File: src/rtl/vga_canvas_reader.sv
// VGA scan-out for the paint canvas: 640x480@60 timing, 4x upscale of a sync-read
// framebuffer, cursor overlay latched once per frame so the cursor never tears.
module vga_canvas_reader #(
  parameter int H_VIS  = 640,
  parameter int H_FP   = 16,
  parameter int H_SYNC = 96,
  parameter int H_BP   = 48,
  parameter int V_VIS  = 480,
  parameter int V_FP   = 10,
  parameter int V_SYNC = 2,
  parameter int V_BP   = 33,
  parameter int WIDTH  = 160,
  parameter int HEIGHT = 120,
  parameter int SCALE  = 4,
  parameter int RD_LAT = 1
) (
  input  logic        clk,
  input  logic        reset_n,
  input  logic [14:0] cursor_pixel,
  input  logic [11:0] cursor_colour,
  output logic [14:0] rd_addr,
  input  logic [11:0] rd_data,
  output logic        vga_hsync,
  output logic        vga_vsync,
  output logic [3:0]  vga_r,
  output logic [3:0]  vga_g,
  output logic [3:0]  vga_b,
  output logic        frame_start
);

  localparam int H_TOTAL  = H_VIS + H_FP + H_SYNC + H_BP;
  localparam int V_TOTAL  = V_VIS + V_FP + V_SYNC + V_BP;
  localparam int SCALE_SH = $clog2(SCALE);

  typedef struct packed {
    logic [14:0] idx;
    logic        vis;
    logic        hs;
    logic        vs;
    logic        fs;
  } side_t;

  localparam side_t SIDE_RST = '{idx: 15'd0, vis: 1'b0, hs: 1'b1, vs: 1'b1, fs: 1'b0};

  logic [9:0]  h_cnt;
  logic [9:0]  v_cnt;
  logic [9:0]  x0;
  logic [9:0]  y0;
  side_t       s0;
  side_t       s1;
  side_t       dly [RD_LAT];
  side_t       s2;
  logic [11:0] pixel;
  logic [11:0] rgb;
  logic [14:0] cur_idx;
  logic [11:0] cur_col;
  logic        frame_end;

  assign frame_end = (h_cnt == 10'(H_TOTAL - 1)) && (v_cnt == 10'(V_TOTAL - 1));

  always_ff @(posedge clk or negedge reset_n) begin
    if (!reset_n) begin
      h_cnt <= '0;
      v_cnt <= '0;
    end else if (h_cnt == 10'(H_TOTAL - 1)) begin
      h_cnt <= '0;
      v_cnt <= (v_cnt == 10'(V_TOTAL - 1)) ? 10'd0 : v_cnt + 10'd1;
    end else begin
      h_cnt <= h_cnt + 10'd1;
    end
  end

  // Stage 0: decode the counter position into canvas index and sync levels
  always_comb begin
    x0     = h_cnt >> SCALE_SH;
    y0     = v_cnt >> SCALE_SH;
    s0.idx = 15'(y0) * 15'(WIDTH) + 15'(x0);
    s0.vis = (h_cnt < 10'(H_VIS)) && (v_cnt < 10'(V_VIS));
    s0.hs  = !((h_cnt >= 10'(H_VIS + H_FP)) && (h_cnt < 10'(H_VIS + H_FP + H_SYNC)));
    s0.vs  = !((v_cnt >= 10'(V_VIS + V_FP)) && (v_cnt < 10'(V_VIS + V_FP + V_SYNC)));
    s0.fs  = (h_cnt == 10'd0) && (v_cnt == 10'd0);
  end

  // Cursor is captured only on the last clock of the frame; idx never reaches 0x7FFF
  always_ff @(posedge clk or negedge reset_n) begin
    if (!reset_n) begin
      cur_idx <= 15'h7FFF;
      cur_col <= '0;
    end else if (frame_end) begin
      cur_idx <= cursor_pixel;
      cur_col <= cursor_colour;
    end
  end

  always_ff @(posedge clk or negedge reset_n) begin
    if (!reset_n) begin
      rd_addr <= '0;
      s1      <= SIDE_RST;
    end else begin
      rd_addr <= s0.vis ? s0.idx : 15'd0;
      s1      <= s0;
    end
  end

  // Sideband waits out the RAM read latency so it lines up with rd_data
  always_ff @(posedge clk or negedge reset_n) begin
    if (!reset_n) begin
      for (int i = 0; i < RD_LAT; i++) dly[i] <= SIDE_RST;
    end else begin
      dly[0] <= s1;
      for (int i = 1; i < RD_LAT; i++) dly[i] <= dly[i-1];
    end
  end

  always_comb begin
    s2    = dly[RD_LAT-1];
    pixel = (s2.vis && (s2.idx == cur_idx)) ? cur_col : rd_data;
  end

  always_ff @(posedge clk or negedge reset_n) begin
    if (!reset_n) begin
      rgb         <= '0;
      vga_hsync   <= 1'b1;
      vga_vsync   <= 1'b1;
      frame_start <= 1'b0;
    end else begin
      rgb         <= s2.vis ? pixel : 12'd0;
      vga_hsync   <= s2.hs;
      vga_vsync   <= s2.vs;
      frame_start <= s2.fs;
    end
  end

  assign vga_r = rgb[11:8];
  assign vga_g = rgb[7:4];
  assign vga_b = rgb[3:0];

endmodule
File: config.mk
export PLATFORM = sky130hd
export DESIGN_NAME = vga_canvas_reader
export DESIGN_NICKNAME = d
export VERILOG_FILES = /design/src/rtl/vga_canvas_reader.sv
export SDC_FILE = /design/constraint.sdc
export NUM_CORES = 1
export LEC_CHECK = 0
export CAP_MARGIN = 20
export CORE_UTILIZATION = 58
export CTS_CLUSTER_SIZE = 40
export DETAILED_ROUTE_END_ITERATION = 8
export GPL_TIMING_DRIVEN = 0
export PLACE_DENSITY = 0.86
export SLEW_MARGIN = 10
export SYNTH_ARGS = -nofsm -noshare
export SYNTH_HDL_FRONTEND = slang
export SYNTH_SLANG_ARGS = --single-unit
File: constraint.sdc
create_clock -name clk -period 7.7 [get_ports clk]
set_clock_uncertainty 0.15 [all_clocks]
set_input_delay 1.925 -clock clk [delete_from_list [all_inputs] [get_ports clk]]
set_output_delay 1.925 -clock clk [all_outputs]
set_load 0.1 [all_outputs]
==> impl.org <==
** Logic synthesis
- Warning count from the yosys run :: 0
- Leading register cell type out of synthesis :: dfrtp_1
- The number of different library cells used by synthesis comes to 52.
- Number of enable flip-flop cells after synthesis :: 0
- Top cells by count, synth :: dfrtp_1 (94), xnor2_1 (28), mux2_4 (27)
- Each instance of the synthesized netlist takes up on average 13.7 sq um.
- Summed over all instances, the cell type with the most area after synthesis is dfrtp_1.
- Share of flip-flops with an asynchronous set or reset after synthesis :: 100%
- Dominant cells by area after synthesis :: dfrtp_1 (47%), dfstp_2 (11%), mux2_4 (8.1%)
- Sequential cell area fraction in the yosys report :: roughly three fifths
- Flip-flop and latch count after synthesis :: roughly 120
- Mapped cell area :: between 5000 and 6000 sq um
- Top cell type's share of synthesized area :: 47.0%
- In the post-synthesis netlist, the cell with the most instances is dfrtp_1.
- Gate count after technology mapping :: about 360
- The number of nets handed over by synthesis was between 400 and 500.

** Clocking
- CTS clk-pin slew, worst paths :: roughly 0.05 ns
- TritonCTS built the clock tree.
- Counting the buffers created by CTS gives 17.
- For this design, the CTS-stage hold fixing added 0 buffers.
- Post-CTS repair changed the size of 0 cells.
- Clock H-tree levels :: 4
- The root buffer cell chosen for the clock tree is clkbuf_8.
- The clock reaches the later pin of the worst-skew pair after ~0.52 ns.
- Postcts setup bufs :: 0
- Number of buffers on the longest clock path :: 2
- Clock tree synthesis found a total of roughly 120 sinks.

** Die
- Area enclosed by the die boundary :: between 9000 and 10000 sq um
- The floorplan step set the die width to approximately 95 um.
- Chip Height :: approximately 95 um
- Cell row count :: 33
- The total area inside the core boundary comes to roughly 8300 sq um.
- Initial Utilization :: about three fifths
- Number of placed I/O pins :: around 70

** Finish
- Number of antenna diodes :: 0
- For this run, the post-layout net count is 516.
- Fraction of layout cells with a size suffix above 1 :: between 20% and 30%
- Area added between synthesis and finish :: 30.0%

** Drt
- Number of nets with antenna violations after routing :: 0
- Total iterations of the first detailed-routing run :: 4
- The first routing iteration left ~120 violations.
- For this run, design rule violations remaining after detail routing come to 0.
- Dividing the detail-routed via count by the number of cells gives roughly 5.6.
- Count of vias placed by the detailed router :: 3214
- Final routed wire length divided by cell count :: roughly 20 um
- For this block, the routed nets add up to about 11000 um of wire.

** Power and ir drop
- Power spread over the standard cell area amounts to roughly 230 nW/um^2.
- Per report_power, the sequential group accounts for around two fifths of the total.
- The completed layout was analyzed and its total power is approximately 1.5 mW.
- In this run switching power makes up between 20% and 30% of total power.
- For this design the static power due to leakage is 2.91 nW.
- Portion of total power attributed to combinational logic :: roughly 4.6%
- Of the total power, the clock network draws 55.3%.
- Worst IR Drop VDD :: roughly 0.14 mV
- The internal portion of the total power is between 1 and 1.5 mW.
- Switching power total :: 319 uW

** Placed design
- The congestion estimate from routability-driven global placement came to 0.831.
- Port buffering added 70 buffers.
- HPWL after detailed placement :: about 6700 um

** Setup path
- In this run the worst setup path begins at vga_vsync.
- Setup crit end kind :: output pin
- Of all nets on the critical path, the largest fanout is 1.
- Kind of cell adding the most delay to the critical path :: buffers and inverters
- The signal on the critical path passes through clkdlybuf4s50_1.
- At the worst endpoint, the arrival time is ~2.2 ns.
- Critical path start-end classification :: reg -> out
- The largest individual stage delay along the critical path comes from the cell clkdlybuf4s50_1.
- STA classifies the critical path startpoint as a flop.
- In this run the critical register-to-register path is launched from v_cnt[5].
- Data on the critical path is required at its endpoint by 5.62 ns.
- Worst path buffer plus inverter count :: 1
- In this design, the stage delay of the slowest critical-path cell is around 1.1 ns.

** STA
- Setup violations remaining at the end of the flow were counted as 0.
- Max-slew violation count :: 0
- Fraction of the cycle the final worst path needs :: a little under three fifths
- The routed design could run at a clock period as short as between 4 and 5 ns.
- Final Hold Viols :: 0
- Adding up every negative setup slack in the final design gives 0 ns.
- Pin slew with the least headroom to its limit :: 1.01 ns
- Peak Freq :: approximately 240 MHz
- RSZ-0062 raised after global routing :: false
- Slew HR :: between 30% and 40%

** Status
- Result of the run :: complete, no violations

** Global route
- Antenna violations before repair :: 0
- Entering global routing, the biggest net connects 94 pins.
- Global routing finished with a remaining overflow of 0.
- The first global-routing pass estimated approximately 17000 um of wire.
- Number of global-route vias before repair :: around 3400
- Overall track demand over capacity in global routing :: a little over a quarter

** Hold path
- Worst Min Path Start :: s1[12]
- Path type of the worst min-delay path :: reg -> reg

** Job
- Across the run, the number of max-cap violations was 0.
## worst reg2reg max path: cells and delay by family, from the launching register on
family,cells,cell delay [ns]
adder cells (fa/ha/maj),3,1.17
AND/OR/NAND/NOR,2,0.55
flip-flops,1,0.49
multiplexers,1,0.23
AO/OA/AOI/OAI,2,0.34
## power by group through the flow
| stage | registers, mW | clock network [mW] | logic [mW] |
|---|---|---|---|
| 2_1_floorplan | 0.644 | 0 | 0.00334 |
| 3_3_place_gp | 0.620 | 0 | 0.0658 |
| 3_5_place_dp | 0.620 | 0 | 0.0694 |
| 4_1_cts | 0.609 | 0.850 | 0.0708 |
| 5_1_grt | 0.609 | 0.881 | 0.0739 |
| 6_report | 0.610 | 0.842 | 0.0700 |
## state kept, by name (all words and copies together) (netlist names)
name and flops:
vga_hsync 1, rgb 12, h_cnt 10, cur_col 12, rd_addr 15, dly 19, frame_start 1, vga_vsync 1
v_cnt 10, cur_idx 15, s1 19
## per-stage QoR
step | area, sq um | hold WS (ns) | instances | worst slack, ns | util (%)
4_1_cts | 6500 | 0.195 | 572 | 3.44 | 78.4
5_1_grt | 6500 | 0.194 | 572 | 3.42 | 78.4
3_3_place_gp | 5840 | 0.182 | 539 | 0.525 | 70.3
6_report | 6500 | 0.192 | 572 | 3.45 | 78.4
2_1_floorplan | 5000 | 0.181 | 364 | 4.74 | -
3_5_place_dp | 5860 | 0.185 | 540 | 3.99 | 70.7
## layer usage
metal  GRT usage, %  up-vias  wire [um]
li1               -     1445          -
met2           48.6      134       6010
met5              0        -          0
met4           12.2        0        404
met3           8.45       48        659
met1           29.8     1587       4420
## final timing paths
check	to	slack, ns	cells after the start
max in group asynchronous	cur_idx[0]	5.56	2
min	dly[12]	0.19	0
min reg2reg	dly[12]	0.19	0
min in group asynchronous	cur_col[2]	1.10	1
max	vga_vsync	3.45	1
max reg2reg	rd_addr[14]	4.68	8
## cell type report
class / count / area [sq um]
Multi-Input combinational cell: 226 / 1950
Sequential cell: 115 / 2900
Fill cell: 401 / 1800
Buffer: 13 / 111
Tap cell: 105 / 131
Inverter: 10 / 37.5
Clock inverter: 12 / 204
Clock buffer: 20 / 435
Timing Repair Buffer: 71 / 729
## cells in the final DEF, fill, tap and decap left out, drive strengths merged, types with 2 or more instances in the layout
cell	count
buf	9
inv	11
nor2b	14
nand4	12
fa	2
nor4	4
bufinv	5
nand2	10
mux2i	14
ha	19
dfrtp	94
clkbuf	26
dfstp	21
o21ba	2
nand3	5
and2	13
nor2	20
and4	2
nand2b	3
nand4b	2
xnor2	28
clkinvlp	3
a211oi	2
o21ai	10
mux2	27
and3	4
a21oi	3
clkinv	3
nor4b	4
clkdlybuf4s50	69
xor2	10
## logic make-up (layout without fill, tap and decap cells)
family / count (synthesis) / in the layout / synth area share (%)
flip-flops: 115 / 115 / 58.0
AND/OR/NAND/NOR: 100 / 100 / 12.3
multiplexers: 41 / 41 / 10.9
XOR/XNOR: 38 / 38 / 6.65
AO/OA/AOI/OAI: 26 / 26 / 3.58
buffers and inverters: 23 / 126 / 2.98
adder cells (fa/ha/maj): 21 / 21 / 5.55
Power figures use the tool's default switching activity.
==> RTL change (config.mk and constraints unchanged) <==
Register the input `cursor_colour` before use, without a reset. The logic sees it one clock later. The other inputs are not delayed to match.
--- a/src/rtl/vga_canvas_reader.sv
+++ b/src/rtl/vga_canvas_reader.sv
@@ -41,6 +41,12 @@
   } side_t;
 
   localparam side_t SIDE_RST = '{idx: 15'd0, vis: 1'b0, hs: 1'b1, vs: 1'b1, fs: 1'b0};
+
+  logic [11:0] cursor_colour_q;
+
+  always_ff @(posedge clk) begin
+    cursor_colour_q <= cursor_colour;
+  end
 
   logic [9:0]  h_cnt;
   logic [9:0]  v_cnt;
@@ -88,7 +94,7 @@
       cur_col <= '0;
     end else if (frame_end) begin
       cur_idx <= cursor_pixel;
-      cur_col <= cursor_colour;
+      cur_col <= cursor_colour_q;
     end
   end
 
Behaviour: no difference found for any inputs over 10 cycles, from zero or initial values and one cycle with reset_n low; that may be too few to reach the edited logic, so the function may still have changed.
==> RTL change against the original RTL <==
Sequential share of layout area increased by 2.2 points. Sequential cell count rose by 12. Via count shrank 2.3%. Design area rose by 3.2%. Combinational power shrank 2%. Power is 1.9% higher. Wire length shrank 9.2%. Critical path depth unchanged. Sequential power is 11% higher. Area after synthesis grew 4.8%. Worst setup slack better by 0.0073 ns.
==> RTL change: results (changes against the original RTL) <==
Finish
  • Fillers: 463 (+15%)
  • P&R area growth vs syn: 27.96%
  • Layout cells sized above 1: 20.25% (-0.31 points)
  • Layout net count: 528 (+2.3%)

GRT
  • Met1 Resource Use GR: 30.60% (+0.77 points)
  • Initial antenna violation count: 0 (unchanged)
  • Largest net degree at the start of global routing: 85 (-9.6%)
  • Global Route met2 Usage: 41.06% (-7.6 points)
  • Total track usage: 24.20% (-3.2 points)
  • Vias in the first global route: 3380 (-0.76%)
  • First-pass GRT wire length: 17420 µm (-0.43%)
  • Met3 Track Usage GR: 6.403% (-2.1 points)

Drt
  • Top layer in use: met4
  • Length of routed met3 wiring: 412 µm (-37%)
  • WL per Instance: 17.77 µm (-12%)
  • Antenna Nets Post-Route: 0 (unchanged)
  • Via Count: 3139 (-2.3%)
  • Wire length on met2: 5464 µm (-9.0%)
  • DRT iter0 DRCs: 113 (-6.6%)
  • Final wirelength: 10430 µm (-9.2%)
  • M1 wire length: 4437 µm (+0.41%)

Logic synthesis
  • Yosys cell types: 53 (+1.9%)
  • Synthesized instance count: 376 (+3.3%)
  • Register area share after synthesis: 59.96% (+1.9 points)
  • Share of flip-flops with an asynchronous set or reset: 90.55% (-9.4 points)
  • Largest cells by area after synthesis: dfrtp_1 45%, dfstp_2 11%, mux2_4 7.7%, xnor2_1 4.7%, dfxtp_1 4.6%
  • Net Count, Synth: 438 (+2.8%)

STA
  • Final period util: 55.05% (-0.095 points)
  • Worst Max-Slew Pin Slew: 0.9869 ns (-0.02107 ns)

Clock tree
  • Clk slew on worst S/H paths: 0.06 ns
  • H-tree depth: 4 (unchanged)

Place
  • Port buffer count: 70 (unchanged)
  • Post-DP HPWL: 6431 µm (-4.7%)
  • GP Congestion: 0.8405 (+1.2%)
  • DP Area: 6108 µm² (+4.2%)
  • Worst slack, placed: 4.001 ns (+0.01359 ns)
  • DP Cell Count: 555 (+2.8%)

Critical path
  • RR Endpoint: rd_addr[13]$_DFF_PN0_
  • Delay-heaviest family, CP: buffers and inverters
  • R2r setup slk: 4.64 ns (-0.04 ns)
  • Reg-to-Reg Start: v_cnt[3]$_DFFE_PN0N_

Pwr
  • Leakage: 2.993 nW (+2.7%)
  • IR drop worst, VDD: 0.1736 mV (+27%)

Floorplanning
  • DIE AREA: 9426 µm² (+4.7%)

Status
  • Status: finished clean
-- RTL change: cell types whose count changed in the layout (fill, tap and decap cells not counted), sizes merged --
| cell | change |
|---|---|
| clkinv | +1 |
| inv | +2 |
| clkbuf | -2 |
| clkinvlp | +1 |
| bufinv | -2 |
| dfxtp | +12 |
-- RTL change: final cells by class --
type,instances,share of cell area (%)
Clock buffer,18,6.228
Tap cell,108,2.014
Inverter,10,0.5594
Clock inverter,14,2.741
Multi-Input combinational cell,226,29.07
Sequential cell,127,46.86
Buffer,13,1.660
Timing Repair Buffer,71,10.87
-- RTL change: cells by family (layout without fill, tap and decap cells) --
group / after synthesis / count (layout) / share of synthesized area (%)
AND/OR/NAND/NOR: 100 / 100 / 11.74
XOR/XNOR: 38 / 38 / 6.347
buffers and inverters: 23 / 126 / 2.840
multiplexers: 41 / 41 / 10.40
AO/OA/AOI/OAI: 26 / 26 / 3.412
adder cells (fa/ha/maj): 21 / 21 / 5.297
flip-flops: 127 / 127 / 59.96
-- RTL change: worst min path at each step --
| stage | endpoint | startpoint | slack, ns |
|---|---|---|---|
| final | dly[11]$_DFF_PN0_ | s1[11]$_DFF_PN0_ | 0.20 |
| after global routing | dly[14]$_DFF_PN0_ | s1[14]$_DFF_PN0_ | 0.20 |
| after CTS | dly[11]$_DFF_PN0_ | s1[11]$_DFF_PN0_ | 0.20 |
| after detailed placement | dly[11]$_DFF_PN0_ | s1[11]$_DFF_PN0_ | 0.18 |
| after global placement | dly[8]$_DFF_PN0_ | s1[8]$_DFF_PN0_ | 0.18 |
| after floorplan | dly[0]$_DFF_PN0_ | s1[0]$_DFF_PN0_ | 0.18 |
-- RTL change: where the power goes --
part           switching [mW]  internal (mW)
clock                   0.308          0.499
combinational          0.0419         0.0265
sequential            0.00193          0.674
